## src/rtl/fifo_rd_ptr_ctrl.sv

```systemverilog
`default_nettype none
// ============================================================================
//  Module      : fifo_rd_ptr_ctrl
//  Description : Read-side pointer controller of a dual-clock grey-pointer
//                FIFO. Synchronises the write grey pointer into the read
//                domain, keeps the read pointer, EMPTY flag and fill level,
//                drives the memory read port and returns a registered grey
//                read pointer to the write domain.
//                Optional macro FIFO_RD_UNDERFLOW_EN enables sticky
//                pop-while-empty detection on UNDERFLOW.
//  Revision    : 1.0 - initial release
// ============================================================================
module fifo_rd_ptr_ctrl #(
    parameter int ADDR_WIDTH  = 4,
    parameter int SYNC_STAGES = 2
) (
    input  logic                  CLK,
    input  logic                  RST,
    input  logic [ADDR_WIDTH:0]   WR_PTR_GREY,
    input  logic                  POP,
    output logic                  MEM_RE,
    output logic [ADDR_WIDTH-1:0] MEM_ADDR,
    output logic                  RD_VALID,
    output logic [ADDR_WIDTH:0]   RD_PTR_GREY,
    output logic                  EMPTY,
    output logic [ADDR_WIDTH:0]   LEVEL,
    output logic                  UNDERFLOW
);

    localparam int c_PW = ADDR_WIDTH + 1;

    logic [c_PW-1:0] r_sync [SYNC_STAGES];
    logic [c_PW-1:0] w_wr_grey_s;
    logic [c_PW-1:0] w_wr_bin;
    logic [c_PW-1:0] r_rd_bin;
    logic [c_PW-1:0] w_rd_bin_nxt;
    logic [c_PW-1:0] w_rd_grey_nxt;
    logic            w_accept;
    logic [c_PW-1:0] r_rd_grey;
    logic            r_empty;
    logic [c_PW-1:0] r_level;
    logic            r_rd_valid;

    // Synchroniser chain: the asynchronous pointer lands directly on the first flop
    always_ff @(posedge CLK) begin
        if (RST) begin
            for (int i = 0; i < SYNC_STAGES; i++) begin
                r_sync[i] <= '0;
            end
        end else begin
            r_sync[0] <= WR_PTR_GREY;
            for (int i = 1; i < SYNC_STAGES; i++) begin
                r_sync[i] <= r_sync[i-1];
            end
        end
    end

    assign w_wr_grey_s = r_sync[SYNC_STAGES-1];

    // Grey-to-binary: each binary bit is the XOR of all grey bits at or above it
    generate
        for (genvar gi = 0; gi < c_PW; gi++) begin : g_grey2bin
            assign w_wr_bin[gi] = ^w_wr_grey_s[c_PW-1:gi];
        end
    endgenerate

    // A pop is only honoured while the registered EMPTY flag is low
    assign w_accept      = POP && !r_empty;
    assign w_rd_bin_nxt  = r_rd_bin + {{ADDR_WIDTH{1'b0}}, w_accept};
    assign w_rd_grey_nxt = w_rd_bin_nxt ^ (w_rd_bin_nxt >> 1);

    // Read pointer, grey pointer, flags and level all advance together
    always_ff @(posedge CLK) begin
        if (RST) begin
            r_rd_bin   <= '0;
            r_rd_grey  <= '0;
            r_empty    <= 1'b1;
            r_level    <= '0;
            r_rd_valid <= 1'b0;
        end else begin
            r_rd_bin   <= w_rd_bin_nxt;
            r_rd_grey  <= w_rd_grey_nxt;
            r_empty    <= (w_rd_grey_nxt == w_wr_grey_s);
            r_level    <= w_wr_bin - w_rd_bin_nxt;
            r_rd_valid <= w_accept;
        end
    end

`ifdef FIFO_RD_UNDERFLOW_EN
    logic r_underflow;

    // Sticky error: any pop attempted while empty, cleared only by reset
    always_ff @(posedge CLK) begin
        if (RST) begin
            r_underflow <= 1'b0;
        end else if (POP && r_empty) begin
            r_underflow <= 1'b1;
        end
    end

    assign UNDERFLOW = r_underflow;
`else
    assign UNDERFLOW = 1'b0;
`endif

    assign MEM_RE      = w_accept;
    assign MEM_ADDR    = r_rd_bin[ADDR_WIDTH-1:0];
    assign RD_VALID    = r_rd_valid;
    assign RD_PTR_GREY = r_rd_grey;
    assign EMPTY       = r_empty;
    assign LEVEL       = r_level;

endmodule
`default_nettype wire

```

## config.mk

```make
export PLATFORM = sky130hd
export DESIGN_NAME = fifo_rd_ptr_ctrl
export DESIGN_NICKNAME = d
export VERILOG_FILES = /design/src/rtl/fifo_rd_ptr_ctrl.sv
export SDC_FILE = /design/constraint.sdc
export NUM_CORES = 1
export LEC_CHECK = 0
export CORE_MARGIN = 5
export CORE_UTILIZATION = 43
export CTS_CLUSTER_DIAMETER = 200
export DETAILED_ROUTE_END_ITERATION = 16
export PLACE_DENSITY = 0.76
export SYNTH_ARGS = -nofsm -noshare
export SYNTH_HDL_FRONTEND = slang
export SYNTH_SLANG_ARGS = --single-unit
```

## constraint.sdc

```tcl
create_clock -name CLK -period 2.6 [get_ports CLK]
set_input_delay 0.26 -clock CLK [delete_from_list [all_inputs] [get_ports CLK]]
set_output_delay 0.26 -clock CLK [all_outputs]
set_load 0.02 [all_outputs]
```

# --- After elaboration in Yosys (flattened, before gate mapping) ---
# Memories as Yosys holds them, arrays and structs flattened.
# Cells that the tools add are included.
classes:
  n_addsub: 2
  n_eq_ne: 1
  n_bitwise: 3
  mux: 5
  reduce_logical: 6
ops:
  columns: ["operator", "n"]
  rows:
  - ["5-bit two-way mux", 2]
  - ["5-bit by 1-bit adder with 5-bit output", 1]
  - ["5-bit equality test", 1]
  - ["5-bit parity", 1]
  - ["5-bit subtractor", 1]
  - ["5-bit by 4-bit XOR with 5-bit output", 1]
  - ["4-bit parity", 1]
  - ["1-bit two-way mux", 3]
  - ["3-bit parity", 1]
  - ["1-bit OR", 2]
  - ["2-bit parity", 1]
  - ["1-bit logical AND", 1]
  - ["1-bit logical NOT", 1]
word_totals:
  ramBits: 10
  output_inout_bits: 18
  register_bits: 17
  mem_count: 1
  word_cells: 23
mem_list:
  columns: ["name", "words", "width", "read_ports", "rd_clocked_by_memory_dff", "wr", "line_no", "rtl"]
  rows:
  - ["r_sync", 2, 5, 2, 0, 2, "32", "logic [c_PW-1:0] r_sync [SYNC_STAGES];"]

# --- Logic depth before layout (Yosys ltp) ---
# Gate-level depths: netlist of the first run.
depth:
  ltp_word: 5
  depth_mapped: 10
  mapped_depth_nobuf: 10

# --- Least setup slack after synthesis of the first run ---
# No wires, ideal clock.
synth_path:
  path_kind: "register -> register"
  start: "memory r_sync[0][9] in the netlist's numbering"
  end: "register r_level[4] (netlist: LEVEL[4])"
  synth_period_minus_slack_ns: 2.665
  path_buffers: 0
  slack_ns: -0.065
  path_stages_with_launch: 11
  required_ns: 2.472
  setup_time_ns: 0.128
  arrival_ns: 2.538
  cell_sequence: "dfxtp_1 -> xor3_1 -> xor2_1 -> xnor2_1 -> ha_1 -> inv_1 -> fa_1 -> maj3_1 -> a21oi_1 -> xor2_1 -> nor2_1"
synth_lines:
  columns: ["item", "line_no", "rtl"]
  rows:
  - ["start, declared", "32", null]
  - ["end signal, assigned", "84", "r_level <= w_wr_bin - w_rd_bin_nxt;"]
  - ["end, declared", "41", "logic [c_PW-1:0] r_level;"]

==> results by group, run 1 <==
GRT
  – Largest net degree at the start of global routing: 27
  – Initial antenna violation count: 0
  – First-pass GRT wire length: 3440 µm
  – GRT overflow: 0
  – Gr usage total: 0.128
  – Vias in the first global route: 820

Layout
  – P&R area growth vs syn: 39.4%
  – Ant diodes: 0
  – Fill count: 206
  – # nets final: 152
  – Share of layout cells above drive strength 1: 0.217
  – Fin area: 1530 µm²

CTS
  – CTS Hold Bufs: 0
  – Clk buf depth: 2
  – Worst-path clk slew: 0.13 ns
  – # H-tree levels: 1
  – Total CTS buffers: 3
  – Clock latency on the worst-skew pair: 0.32 ns
  – CTS tree: yes
  – Clock sinks: 26
  – CTS Root Buffer Type: clkbuf_4

Worst setup path
  – Worst path required time: 2.79 ns
  – Startpoint Class: register
  – Worst Path Arrival: 2.74 ns
  – Critical path class: register to register
  – Worst-path maximum fanout: 2
  – CP endpoint kind: register

Detailed routing
  – Vias per cell: 4.72
  – Met1 Routed Length: 762 µm
  – DR vias: 793
  – Routed wl met3: 132 µm
  – 1st-iter DRT viols: 7
  – Highest routed layer: met4
  – Wire per inst: 12.2 µm
  – WL met2: 1120 µm
  – DRT antenna net count: 0
  – Drc violations: 0
  – Initial DRT Pass Iterations: 4
  – Overall routed net length: 2050 µm

Pwr
  – Internal: 706 µW
  – Sw power: 228 µW
  – VDD IR max: 0.000564 V
  – Sw Ratio: 0.244
  – Power per Cell Area: 609 nW/µm²
  – Pwr Total: 934 µW
  – Gate power share: 0.239
  – Clock power share: 0.289
  – Share of power burned in registers: 0.471
  – Static leakage: 0.626 nW

Yosys
  – Avg Synthesized Cell Area: 11.0 µm²
  – Post-synthesis xor/xnor area fraction: 0.222
  – Largest family of logic cells by synthesized area: XOR/XNOR gates
  – Adder and majority cell fraction of the synthesized area: 0.0819
  – Syn nets: 113
  – Synthesis warning total: 0
  – #FFs+latches synth: 26
  – Simple-Gate Fraction of Synth Area: 0.171
  – Post-Synthesis Cell Area: 1100 µm²
  – Sequential area share after synthesis: 0.473
  – Synth Area in Compound Gates: 0.0182
  – Synth cell types: 24
  – Multiplexer share of the synthesized area: 0.0102
  – Gate Count Post-Synth: 100

Die
  – CORE AREA: 2450 µm²
  – Die footprint: 3670 µm²
  – DIE WIDTH: 60.6 µm
  – Row count: 18
  – I/O Pins: 26
  – Initial Util: 0.448
  – Die Y: 60.6 µm

Run
  – Max Cap Violations: 0

Place
  – Global placement routability congestion: 0.831
  – IO buf count: 24
  – DP Wirelength: 1550 µm
  – Placed Area: 1440 µm²

Timing
  – Rel. slew slack: 0.418
  – Final Cycle Share: 0.982
  – Slew @ Worst Pin: 0.870 ns
  – Max Fclk: 392 MHz
  – Min Tclk post-route: 2.55 ns
  – Final setup skew: 0.00196 ns
  – Final Hold Vio Count: 0
  – Count of final setup violators: 0
  – RSZ-0062 raised after global routing: true
  – Max-slew violation count: 0
  – Setup_tns: 0 ns

Outcome
  – Status: finished clean

Hold path
  – Worst hold path type: register to register
[state kept, by name, summed over array words and instances, names as in the netlist]
register     cells
RD_PTR_GREY      4
RD_VALID         1
EMPTY            1
r_rd_bin         5
r_sync          10
LEVEL            5
[power by group through the flow]
stage                     clock network (mW)  registers [mW]  logic [mW]
after detailed placement                   0           0.450       0.210
after CTS                              0.281           0.441       0.213
after floorplan                            0           0.476      0.0997
after global placement                     0           0.447       0.204
final                                  0.270           0.440       0.224
after global routing                   0.298           0.445       0.243
[repair_timing]
action,4_1_cts,5_1_grt
gates resized for setup,1,4
setup endpoints to repair,1,1
pin swaps,1,6
buffers inserted,1,3
[logic make-up (layout without fill, tap and decap cells)]
logic type      count (synthesis)  count (layout)
compound gates                  3               3
xor+xnor                       22              22
fa+ha+maj                       7               7
other cells                     1               1
mux                             1               1
buf+inv                         5              43
simple gates                   35              35
flops                          26              26
[cell usage after synthesis]
cell type  instances  area share
xor2_2             2       0.030
xnor2_2            1       0.015
and2_1             3       0.017
mux2_2             1       0.010
buf_4              1      0.0068
clkbuf_1           2      0.0068
dfxtp_1           26        0.47
ha_1               4       0.046
a41o_1             1      0.0091
conb_1             1      0.0034
xor3_1             1       0.022
inv_1              2      0.0068
fa_1               1       0.018
nor3_1             2      0.0091
maj3_1             2       0.018
xnor3_1            1       0.020
nand3_1            1      0.0045
xor2_1             7       0.056
xnor2_1           10       0.080
a21oi_1            2      0.0091
nor2_1            14       0.048
nor2b_4            1       0.013
nor2b_1           13       0.074
nand4_1            1      0.0057
[layout make-up]
cell class                      count  area, µm²  area share
Multi-Input combinational cell     69        576       0.376
Timing Repair Buffer               37        338       0.220
Clock inverter                      1       30.0      0.0196
Inverter                            2       7.51     0.00490
Sequential cell                    26        522       0.340
Tap cell                           30       37.5      0.0245
Clock buffer                        3       22.5      0.0147
[cell usage in the layout (no fill, tap or decap), types with 2 or more instances in the layout]
| cell type | netlist | final |
|---|---|---|
| clkdlybuf4s50_1 | 0 | 24 |
| and2_1 | 3 | 3 |
| nor3_1 | 2 | 2 |
| ha_1 | 4 | 3 |
| xor2_2 | 2 | 3 |
| clkbuf_4 | 0 | 3 |
| nor2b_1 | 13 | 13 |
| xnor2_1 | 10 | 10 |
| nor2_1 | 14 | 14 |
| buf_4 | 1 | 13 |
| xor2_1 | 7 | 6 |
| dfxtp_1 | 26 | 25 |
[critical path: stages, from the launching register on]
cell and delay [ns]:
dfxtp_2 0.35, xor3_2 0.46, xor2_2 0.18, xnor2_1 0.19, ha_2 0.19, inv_2 0.05, fa_2 0.36, maj3_2 0.31
a21oi_2 0.14, xor2_1 0.15, nor2_1 0.05
[stage by stage]
| stage | hold slack [ns] | util | worst slack [ns] | cells |
|---|---|---|---|---|
| after floorplan | 0.332 | - | 0.0259 | 100 |
| after global placement | 0.417 | 0.588 | 0.000776 | 160 |
| after detailed placement | 0.430 | 0.588 | -0.0355 | 160 |
| after CTS | 0.461 | 0.613 | 0.00285 | 165 |
| after global routing | 0.450 | 0.624 | -0.126 | 168 |
| final | 0.449 | 0.624 | 0.0467 | 168 |
[worst paths after layout]
check,start,to,slack [ns],depth (start not counted)
max,r_sync[0][7]$_SDFF_PP0_,LEVEL[4]$_SDFF_PP0_,0.05,10
min reg2reg,r_sync[0][2]$_SDFF_PP0_,r_sync[0][7]$_SDFF_PP0_,0.45,1
min,r_sync[0][2]$_SDFF_PP0_,r_sync[0][7]$_SDFF_PP0_,0.45,1
max reg2reg,r_sync[0][7]$_SDFF_PP0_,LEVEL[4]$_SDFF_PP0_,0.05,10
[layer usage]
layer,track usage,vias to the layer above
met5,0,-
li1,-,387
met3,0.0404,6
met4,0.0557,0
met1,0.126,378
met2,0.241,22
No activity file was read; power rests on OpenSTA's default activity.
==> run 2: changes to the inputs <==
Settings changed: PLACE_DENSITY 0.76 to 0.73.
==> results by group, run 2 (synthesized netlist as in run 1, its figures left out) <==
Outcome
  – Status: finished clean

Pwr
  – Power per Cell Area: 611 nW/µm² (+0.23%)
  – Static leakage: 0.622 nW (-0.60%)
  – Sw Ratio: 0.246 (+0.00140)
  – VDD IR max: 0.000511 V (-9.5%)
  – Clock power share: 0.294 (+0.005)
  – Internal: 703 µW (-0.37%)
  – Pwr Total: 932 µW (-0.18%)
  – Sw power: 229 µW (+0.39%)
  – Gate power share: 0.235 (-0.004)
  – Share of power burned in registers: 0.471 (about the same)

Timing
  – Setup_tns: 0 ns (unchanged)
  – Slew @ Worst Pin: 0.884 ns (+0.0136 ns)
  – Final Cycle Share: 0.965 (-0.0167)
  – Setup slack after layout: 0.0902 ns (+0.0435 ns)
  – Max Fclk: 398 MHz (+1.7%)
  – Hold Slack: 0.454 ns (+0.00472 ns)
  – Final setup skew: 0.0150 ns (+0.0130 ns)
  – Rel. slew slack: 0.409 (-0.00908)
  – Min Tclk post-route: 2.51 ns (-0.0435 ns)
  – RSZ-0062 raised after global routing: true
  – Max-slew violation count: 0 (unchanged)
  – Final Hold Vio Count: 0 (unchanged)
  – Count of final setup violators: 0 (unchanged)

GRT
  – Met1 usage: 0.140 (+0.0144)
  – Vias in the first global route: 656 (-20%)
  – Largest net degree at the start of global routing: 27 (unchanged)
  – Gr usage total: 0.116 (-0.0118)
  – GRT Max-Usage Layer: met2
  – Initial antenna violation count: 0 (unchanged)
  – First-pass GRT wire length: 3000 µm (-13%)
  – GR Util met3: 0.0340 (-0.00638)
  – GRT overflow: 0 (unchanged)
  – Met2 Resource Use GR: 0.179 (-0.0626)

CTS
  – # H-tree levels: 1 (unchanged)
  – CTS Hold Bufs: 0 (unchanged)
  – Total CTS buffers: 3 (unchanged)
  – Clock sinks: 26 (unchanged)
  – CTS Root Buffer Type: clkbuf_4
  – Clock latency on the worst-skew pair: 0.33 ns (about the same)
  – Clk buf depth: 2 (unchanged)
  – CTS tree: yes
  – Worst-path clk slew: 0.14 ns (about the same)

Place
  – DP Wirelength: 1470 µm (-5.3%)
  – IO buf count: 24 (unchanged)
  – Dpl cells: 160 (unchanged)
  – Global placement routability congestion: 0.821 (-1.2%)
  – Placement Setup Slack: -0.0371 ns (-0.00155 ns)
  – Placed Area: 1440 µm² (unchanged)

Layout
  – Max reg flops: 10 (unchanged)
  – Share of layout cells above drive strength 1: 0.219 (+0.00159)
  – # nets final: 151 (-0.66%)
  – Biggest register: r_sync
  – Ant diodes: 0 (unchanged)
  – Fin area: 1530 µm² (-0.41%)
  – Finished Core Util: 0.622 (-0.00255)
  – Most frequent cells in the layout: dfxtp_1, clkdlybuf4s50_1, nor2_1
  – P&R area growth vs syn: 38.8%
  – Final std cells w/o fill: 167 (-0.60%)
  – Fill count: 216 (+4.9%)

Worst setup path
  – WP buf/inv: 1 (unchanged)
  – CP delay by family, top: XOR/XNOR gates
  – Slowest library cell on the worst path: xor3_2
  – Worst-path maximum fanout: 2 (unchanged)
  – CP endpoint kind: register
  – Critical-path cell list: xor3_2, xor2_2, xnor2_1, ha_2, inv_2, fa_2, maj3_2, a21oi_2, xor2_1, nor2_1
  – Critical path class: register to register
  – Worst Path Arrival: 2.71 ns (-0.03 ns)
  – Startpoint Class: register
  – Largest stage delay, worst path: 0.46 ns (about the same)
  – Worst path required time: 2.80 ns (about the same)

Die
  – Die Y: 60.6 µm (unchanged)
  – Row count: 18 (unchanged)
  – Die footprint: 3670 µm² (unchanged)
  – CORE AREA: 2450 µm² (unchanged)
  – Initial Util: 0.448 (unchanged)
  – DIE WIDTH: 60.6 µm (unchanged)
  – I/O Pins: 26 (unchanged)

Detailed routing
  – DRT antenna net count: 0 (unchanged)
  – 1st-iter DRT viols: 5 (-2)
  – Drc violations: 0 (unchanged)
  – Overall routed net length: 1890 µm (-7.6%)
  – Vias per cell: 4.33 (-8.3%)
  – DR vias: 723 (-8.8%)
  – Wire per inst: 11.3 µm (-7.1%)
  – Initial DRT Pass Iterations: 2 (-2)

Hold path
  – Worst hold path type: register to register

Run
  – Max Cap Violations: 0 (unchanged)
==> run 2: what timing repair did <==
item                                   in CTS  in global routing
setup endpoints to repair                   1                  1
resized for setup                           3                  3
pin swaps                                   2                  6
setup buffers                               2                  1
endpoints found under the hold margin       0                  0
==> run 2: worst paths after layout <==
| check | cells past startpoint | endpoint | from | slack (ns) |
|---|---|---|---|---|
| worst max-delay path | 10 | LEVEL[4]$_SDFF_PP0_ | r_sync[0][7]$_SDFF_PP0_ | 0.09 |
| worst min-delay path | 1 | r_sync[0][8]$_SDFF_PP0_ | r_sync[0][3]$_SDFF_PP0_ | 0.45 |
| worst max register to register | 10 | LEVEL[4]$_SDFF_PP0_ | r_sync[0][7]$_SDFF_PP0_ | 0.09 |
| worst min register to register | 1 | r_sync[0][8]$_SDFF_PP0_ | r_sync[0][3]$_SDFF_PP0_ | 0.45 |
==> run 2: cell type report <==
type	count	area (µm²)	area share
well taps	30	37.5	0.0246
clock buffers	3	22.5	0.0148
clock inverters	1	30.0	0.0197
inverters	2	7.51	0.00492
flip-flops and latches	26	523	0.343
repair buffers	36	330	0.216
multi-input cells	69	576	0.377
==> run 2: power by group through the flow <==
| stage | Combinational (mW) | Sequential, mW | Clock (mW) |
|---|---|---|---|
| floorplan | 0.0997 | 0.476 | 0 |
| global placement | 0.210 | 0.448 | 0 |
| detailed placement | 0.212 | 0.449 | 0 |
| CTS | 0.217 | 0.440 | 0.284 |
| global route | 0.240 | 0.443 | 0.304 |
| finish | 0.219 | 0.439 | 0.274 |
==> run 2: worst register-to-register path, delay by kind of cell, from the launching register on <==
| kind | cells | cell delay (ns) |
|---|---|---|
| xor gates and xnor gates | 4 | 0.95 |
| adders and majority gates | 3 | 0.87 |
| DFF | 1 | 0.35 |
| AOI/OAI and AO/OA | 1 | 0.14 |
| and+or+nand+nor | 1 | 0.05 |
| buffers and inverters | 1 | 0.04 |
==> run 2: routing by layer <==
metal / wire (µm) / vias to the layer above
met5: 0 / -
li1: - / 388
met2: 934 / 18
met3: 108 / 4
met1: 811 / 313
met4: 38 / 0
==> run 3: changes to the inputs <==
Settings changed: CAP_MARGIN set to 20, CTS_CLUSTER_SIZE set to 16, TNS_END_PERCENT set to 30.
==> results of run 3 <==
Same layout as run 2: the final DEF is identical, and so are final timing and power.
